<file path="config.mk">
export PLATFORM = sky130hd
export DESIGN_NAME = shift_sequencer
export DESIGN_NICKNAME = d
export VERILOG_FILES = /design/src/rtl/shift_pkg.sv /design/src/rtl/unidad_corrimiento_3a.sv /design/src/rtl/shift_sequencer.sv
export SDC_FILE = /design/constraint.sdc
export NUM_CORES = 1
export LEC_CHECK = 0
export CAP_MARGIN = 20
export CORE_ASPECT_RATIO = 1.25
export CORE_UTILIZATION = 32
export DETAILED_ROUTE_END_ITERATION = 10
export MAX_ROUTING_LAYER = met4
export PLACE_DENSITY_LB_ADDON = 0.12
export SYNTH_ARGS = -nofsm -noshare
export SYNTH_HDL_FRONTEND = slang
export SYNTH_SLANG_ARGS = --single-unit
</file>
<file path="constraint.sdc">
create_clock -name clk -period 2.8 [get_ports clk]
set_input_delay 0.42 -clock clk [delete_from_list [all_inputs] [get_ports clk]]
set_output_delay 0.42 -clock clk [all_outputs]
set_load 0.1 [all_outputs]
</file>
<file path="src/rtl/shift_pkg.sv">
// Shared encodings for the multi-step shift sequencer: op codes, FSM states
// and the effective step count rule.
package shift_pkg;

  localparam logic [2:0] OP_SHL = 3'b001;
  localparam logic [2:0] OP_SHR = 3'b010;
  localparam logic [2:0] OP_CLR = 3'b011;
  localparam logic [2:0] OP_ROL = 3'b101;
  localparam logic [2:0] OP_ROR = 3'b111;

  typedef enum logic [1:0] {
    ST_IDLE = 2'd0,
    ST_RUN  = 2'd1,
    ST_DONE = 2'd2
  } state_t;

  // Shifts saturate at n steps (everything is shifted out by then); rotates
  // wrap modulo n, which is a mask because n is a power of two.
  function automatic int unsigned eff_count(input logic [2:0] op,
                                            input int unsigned amt,
                                            input int unsigned n);
    case (op)
      OP_SHL, OP_SHR: return (amt < n) ? amt : n;
      OP_ROL, OP_ROR: return amt & (n - 1);
      default:        return 0;
    endcase
  endfunction

endpackage

</file>
<file path="src/rtl/unidad_corrimiento_3a.sv">
// Single-step combinational shift/rotate unit: one bit of movement per use.
module unidad_corrimiento_3a
  import shift_pkg::*;
#(
  parameter int N = 4
) (
  input  logic [N-1:0] F,
  input  logic [2:0]   H,
  output logic [N-1:0] S
);

  always_comb begin
    case (H)
      OP_SHL:  S = {F[N-2:0], 1'b0};
      OP_SHR:  S = {1'b0, F[N-1:1]};
      OP_CLR:  S = '0;
      OP_ROL:  S = {F[N-2:0], F[N-1]};
      OP_ROR:  S = {F[0], F[N-1:1]};
      default: S = F;
    endcase
  end

endmodule

</file>
<file path="src/rtl/shift_sequencer.sv">
// Multi-step shift/rotate controller: latches a command, iterates the
// single-step unit eff times, then holds the result until it is taken.
module shift_sequencer
  import shift_pkg::*;
#(
  parameter int N  = 4,
  parameter int AW = 3
) (
  input  logic          clk,
  input  logic          rst_n,
  input  logic          in_valid,
  output logic          in_ready,
  input  logic [2:0]    op,
  input  logic [AW-1:0] amt,
  input  logic [N-1:0]  data,
  output logic          out_valid,
  input  logic          out_ready,
  output logic [N-1:0]  result,
  output logic          busy
);

  // Counter must be able to hold N itself (saturated shift count).
  localparam int CW = $clog2(N + 1);

  if (N < 2 || (N & (N - 1)) != 0) begin : g_n_check
    $error("shift_sequencer: N must be a power of two >= 2");
  end

  state_t         state_q, state_d;
  logic [2:0]     op_q, op_d;
  logic [N-1:0]   opnd_q, opnd_d;
  logic [CW-1:0]  cnt_q, cnt_d;
  logic [CW-1:0]  eff_w;
  logic [N-1:0]   unit_s;

  assign eff_w = CW'(eff_count(op, 32'(amt), N));

  unidad_corrimiento_3a #(.N(N)) u_unit (
    .F (opnd_q),
    .H (op_q),
    .S (unit_s)
  );

  always_comb begin
    state_d = state_q;
    op_d    = op_q;
    opnd_d  = opnd_q;
    cnt_d   = cnt_q;
    case (state_q)
      ST_IDLE: begin
        if (in_valid) begin
          op_d    = op;
          opnd_d  = (op == OP_CLR) ? '0 : data;
          cnt_d   = eff_w;
          state_d = (eff_w != '0) ? ST_RUN : ST_DONE;
        end
      end
      ST_RUN: begin
        opnd_d = unit_s;
        cnt_d  = cnt_q - 1'b1;
        if (cnt_q == CW'(1)) state_d = ST_DONE;
      end
      ST_DONE: begin
        if (out_ready) state_d = ST_IDLE;
      end
      default: state_d = ST_IDLE;
    endcase
  end

  always_ff @(posedge clk or negedge rst_n) begin
    if (!rst_n) begin
      state_q <= ST_IDLE;
      op_q    <= '0;
      opnd_q  <= '0;
      cnt_q   <= '0;
    end else begin
      state_q <= state_d;
      op_q    <= op_d;
      opnd_q  <= opnd_d;
      cnt_q   <= cnt_d;
    end
  end

  assign in_ready  = (state_q == ST_IDLE);
  assign out_valid = (state_q == ST_DONE);
  assign busy      = (state_q != ST_IDLE);
  assign result    = opnd_q;

endmodule

</file>
* Word level (Yosys, flattened, before mapping)
Cells that the tools add are included.
** Word-level totals
- Bits in registers :: 12
- Output and inout bits :: 7
- Bits of input ports :: 14
- Logic and storage cells :: 46
** Cells by class
- $add $sub $neg :: 1
- Equality and inequality tests :: 17
- Magnitude comparators :: 1
- Muxes and demuxes :: 13
- Reduce and logical (&&, ||, !) cells :: 10
** Operators with widths (number)
- $pmux W4 S5 :: 1
- $eq A3 B2 Y1 const B :: 4
- $eq A3 B3 Y1 const B :: 4
- $pmux W3 S2 :: 2
- $eq A3 B1 Y1 const B :: 3
- $mux W2 :: 4
- $mux W4 :: 2
- $pmux W4 S2 :: 1
- $mux W3 :: 2
- $ne A6 B1 Y1 const B :: 1
- $pmux W2 S3 :: 1
- $reduce_and A3 Y1 :: 2
- $ne A2 B2 Y1 const B :: 2
- $reduce_and A2 Y1 :: 2
- $reduce_bool A2 Y1 :: 2
- $reduce_or A2 Y1 :: 2
- $lt A3 B3 Y1 const B :: 1
- $reduce_bool A3 Y1 :: 1
- $sub A3 B1 Y3 const B :: 1
- $eq A2 B1 Y1 const B :: 1
- $eq A2 B2 Y1 const B :: 1
- $logic_not A2 Y1 :: 1
- $ne A2 B1 Y1 const B :: 1

* Depth between registers and ports, before layout
- Depth after elaboration :: 7
- Mapped depth :: 5
- Gate-level depth less buffers :: 5

* By module
From an unflattened synthesis, not the netlist that was laid out.
** Unflattened totals
- Cell total of the unflattened synthesis :: 99
- Area, all modules :: 868.3 um^2
** By module, submodules not included
- shift_sequencer :: area an instance 718.2 um^2, cells an instance 80, instances 1, seq. area each 300.3 um^2
- unidad_corrimiento_3a :: area an instance 150.1 um^2, cells an instance 19, instances 1, seq. area each 0.0 um^2

* Worst setup path before layout
OpenSTA, ideal clock, no wires.
- Path kind :: reg-to-output
- From :: reg state_q[0]
- To :: out out_valid
- Stages on the path, launching flop included :: 3
- Buffers on the path :: 1
- Data arrival time :: 1.901 ns
- Setup slack :: 0.479 ns
- Data required time :: 2.380 ns
- Path through :: dfrtp_1 -> buf_4 -> nor2b_1
** On the way
- Cells in the longest elaborated chain, start to end :: 1
** RTL lines
- start: declaration :: RTL line shift_sequencer.sv:29 : state_t state_q, state_d;
- start signal: assignment :: RTL line shift_sequencer.sv:77 : state_q <= state_d;
- $eq A2 B2 Y1 :: RTL line shift_sequencer.sv:85 : assign out_valid = (state_q == ST_DONE);
- end: declaration :: RTL line shift_sequencer.sv:16 : output logic out_valid,
No other way between the ends.

* Worst setup path in the final report
- From :: reg state_q[0]
- To :: out busy
** On the way
- Cells in the longest elaborated chain, start to end :: 1
** RTL lines
- $reduce_bool A2 Y1 :: RTL line shift_sequencer.sv:86 : assign busy = (state_q != ST_IDLE);
- end: declaration :: RTL line shift_sequencer.sv:19 : output logic busy
No other way between the ends.

==> results by group <==
Worst setup path
  • Worst-path maximum fanout: 12
  • Crit path arrival time: 1.32 ns
  • R2r endpoint: result[1]$_DFFE_PN0P_
  • Critical Path End Type: primary output
  • Reg2Reg Setup Slack: 1.21 ns
  • FF-to-FF Start: state_q[0]$_DFFE_PN0P_
  • CP Launch Type: register
  • FF-to-FF path depth: 4
  • Crit Path Category: reg -> out
  • Critical Path RT: 2.38 ns

STA
  • Final Max Tran Viols: 0
  • Final Skew: 0.002780 ns
  • Max Fclk: 575.0 MHz
  • Relative slew slack: 62.69%
  • Unrepaired setup endpoints after global routing: no
  • Final hold violations: 0
  • Setup violators final: 0
  • Slew @ Worst Pin: 0.5579 ns
  • Final WS setup: 1.061 ns
  • Period utilization: 62.11%
  • Final setup TNS: 0 ns
  • Post-layout minimum cycle time: 1.739 ns

Clocking
  • Hold Buf Count CTS: 0
  • TritonCTS clock tree: yes
  • Max Root-Sink Buffers: 2
  • Clock tree sinks: 12
  • # resized after CTS: 0
  • Post-CTS Setup Repair Bufs: 0
  • Root Buffer: clkbuf_4
  • H-tree Lvls: 1
  • Clk_lat worst skew: 0.27 ns
  • CTS buffer count: 3
  • Clk pin slew, worst setup/hold paths: 0.08 ns

Place
  • Routability cong.: 0.8254
  • Buffers added on ports: 20
  • Detail Placement HPWL: 1.406 mm
  • Place WS: 0.9533 ns

Global routing
  • GRT Overall Usage: 15.88%
  • Initial antenna violation count: 0
  • Vias in the first global route: 688
  • First-pass GRT wire length: 3.001 mm
  • Grt total ovfl: 0
  • Largest net degree at the start of global routing: 13

Synth
  • Synth Area per Inst: 9.633 µm²
  • Post-synthesis sequential area ratio: 37.56%
  • Xor-xnor portion of the synthesized cell area: 3.286%
  • Post-synth EDFFs: 0
  • Synthesized Nets: 99
  • Adder-cell share of the synthesized area: 3.130%
  • Simple-gate share of the synthesized area: 19.09%
  • Mux cell area share after synthesis: 4.225%
  • Largest family of logic cells by synthesized area: compound AO/OA/AOI/OAI gates
  • Post-synth top flop: dfrtp_1
  • Post-synthesis compound-gate area fraction: 27.07%
  • Netlist cell types: 39
  • Number of synthesis warnings: 0
  • Mapped cell area: 799.5 µm²
  • Synth Instances: 83
  • Asr flop ratio synth: 100.0%
  • Yosys reg bits: 12

Floorplan
  • Die Area: 2704 µm²
  • I/O pins: 21
  • Chip Height: 57.89 µm
  • Die W: 46.71 µm
  • Core area: 2282 µm²
  • Starting density of the core: 35.03%
  • Std cell rows: 19

Drt
  • Post-DR wirelength/cell: 13.41 µm
  • Via density: 5.326
  • Vias post-DR: 719
  • First DRT Iteration DRCs: 25
  • DRT Wirelength: 1.811 mm
  • TritonRoute pass-1 iters: 4
  • Post-route ant nets: 0
  • DRC errors left: 0

Cells and area
  • Area occupied by multi-input gates: 454.2 µm²
  • Reg area: 300.3 µm²
  • Layout cells sized above 1: 20.19%
  • Layout fillers: 241
  • Fin nets: 121
  • Layout Area Growth over Synthesis: 29.42%
  • ANT cells: 0

Job
  • Max-Cap Viols: 0

Outcome
  • Status: completed

Worst hold path
  • Type of the most critical hold path: in -> async
## worst max-delay path, stage by stage, from the launching register on
cell     delay [ns]
dfrtp_1        0.64
nor2_4         0.06
inv_1          0.06
buf_4          0.28
## worst max-delay path by stage
stage                           start                     to  slack (ns)  depth (start not counted)
2_1_floorplan  state_q[0]$_DFFE_PN0P_              out_valid        0.48                          2
4_1_cts        state_q[0]$_DFFE_PN0P_                   busy        1.03                          3
3_3_place_gp                    op[2]  result[2]$_DFFE_PN0P_        0.98                          5
3_5_place_dp                    op[1]  result[2]$_DFFE_PN0P_        0.95                          5
6_report       state_q[0]$_DFFE_PN0P_                   busy        1.06                          3
5_1_grt        state_q[0]$_DFFE_PN0P_                   busy        0.98                          3
## cells in the mapped netlist, types with 2 or more instances
cell | instances | area share, %
xnor2_1 | 2 | 2.2
mux2_2 | 3 | 4.2
o21ai_0 | 4 | 2.5
a21boi_0 | 2 | 1.9
nor2_1 | 4 | 1.9
a222oi_1 | 2 | 2.5
inv_1 | 6 | 2.8
nand2b_1 | 3 | 2.3
dfrtp_1 | 12 | 38
nor2b_1 | 5 | 3.9
a21oi_1 | 8 | 5.0
nand2_1 | 4 | 1.9
ha_1 | 2 | 3.1
## layer usage
layer  vias to the layer above  GRT usage [%]  routed length, µm
met2                        29          24.80                873
li1                        342              -                  -
met4                         0          9.796                 88
met3                        10          3.115                 95
met1                       338          18.00                753
met5                         -              -                  0
## cells by family after synthesis
kind of cell | after synthesis
muxes | 3
AOI/OAI and AO/OA | 29
adders and majority gates | 2
and+or+nand+nor | 25
xor gates and xnor gates | 3
buffers and inverters | 9
DFF | 12
## metrics by stage
step | cells | area, µm² | utilization, % | hold slack (ns)
after global placement | 131 | 998.5 | 43.75 | 0.4776
final | 135 | 1035 | 45.34 | 0.5012
after global routing | 135 | 1035 | 45.34 | 0.5361
after floorplan | 83 | 799.5 | - | 0.1244
after CTS | 135 | 1035 | 45.34 | 0.5034
after detailed placement | 131 | 998.5 | 43.75 | 0.4847
## layout make-up
type	count	area share, %
Tap cell	31	3.748
Timing Repair Buffer	20	17.65
Sequential cell	12	29.02
Inverter	6	2.177
Clock buffer	4	3.507
Multi-Input combinational cell	62	43.89
## sequential cells by signal, indices dropped and copies added (netlist names)
register and cells:
op_q 3, state_q 2, result 4, cnt_q 3
## placed cells by master, fill, tap and decap left out, types with 2 or more instances in the layout
cell type / n
a21boi_0: 2
a21oi_1: 8
a222oi_1: 2
buf_4: 7
clkbuf_4: 3
clkdlybuf4s50_1: 13
dfrtp_1: 12
ha_1: 2
inv_1: 6
mux2_2: 3
nand2_1: 4
nand2b_1: 3
nor2_1: 4
nor2b_1: 5
o21ai_0: 4
xnor2_1: 2
Power is not shown: default switching activity piles up to over one toggle a cycle in this logic, so the estimate is an artifact.
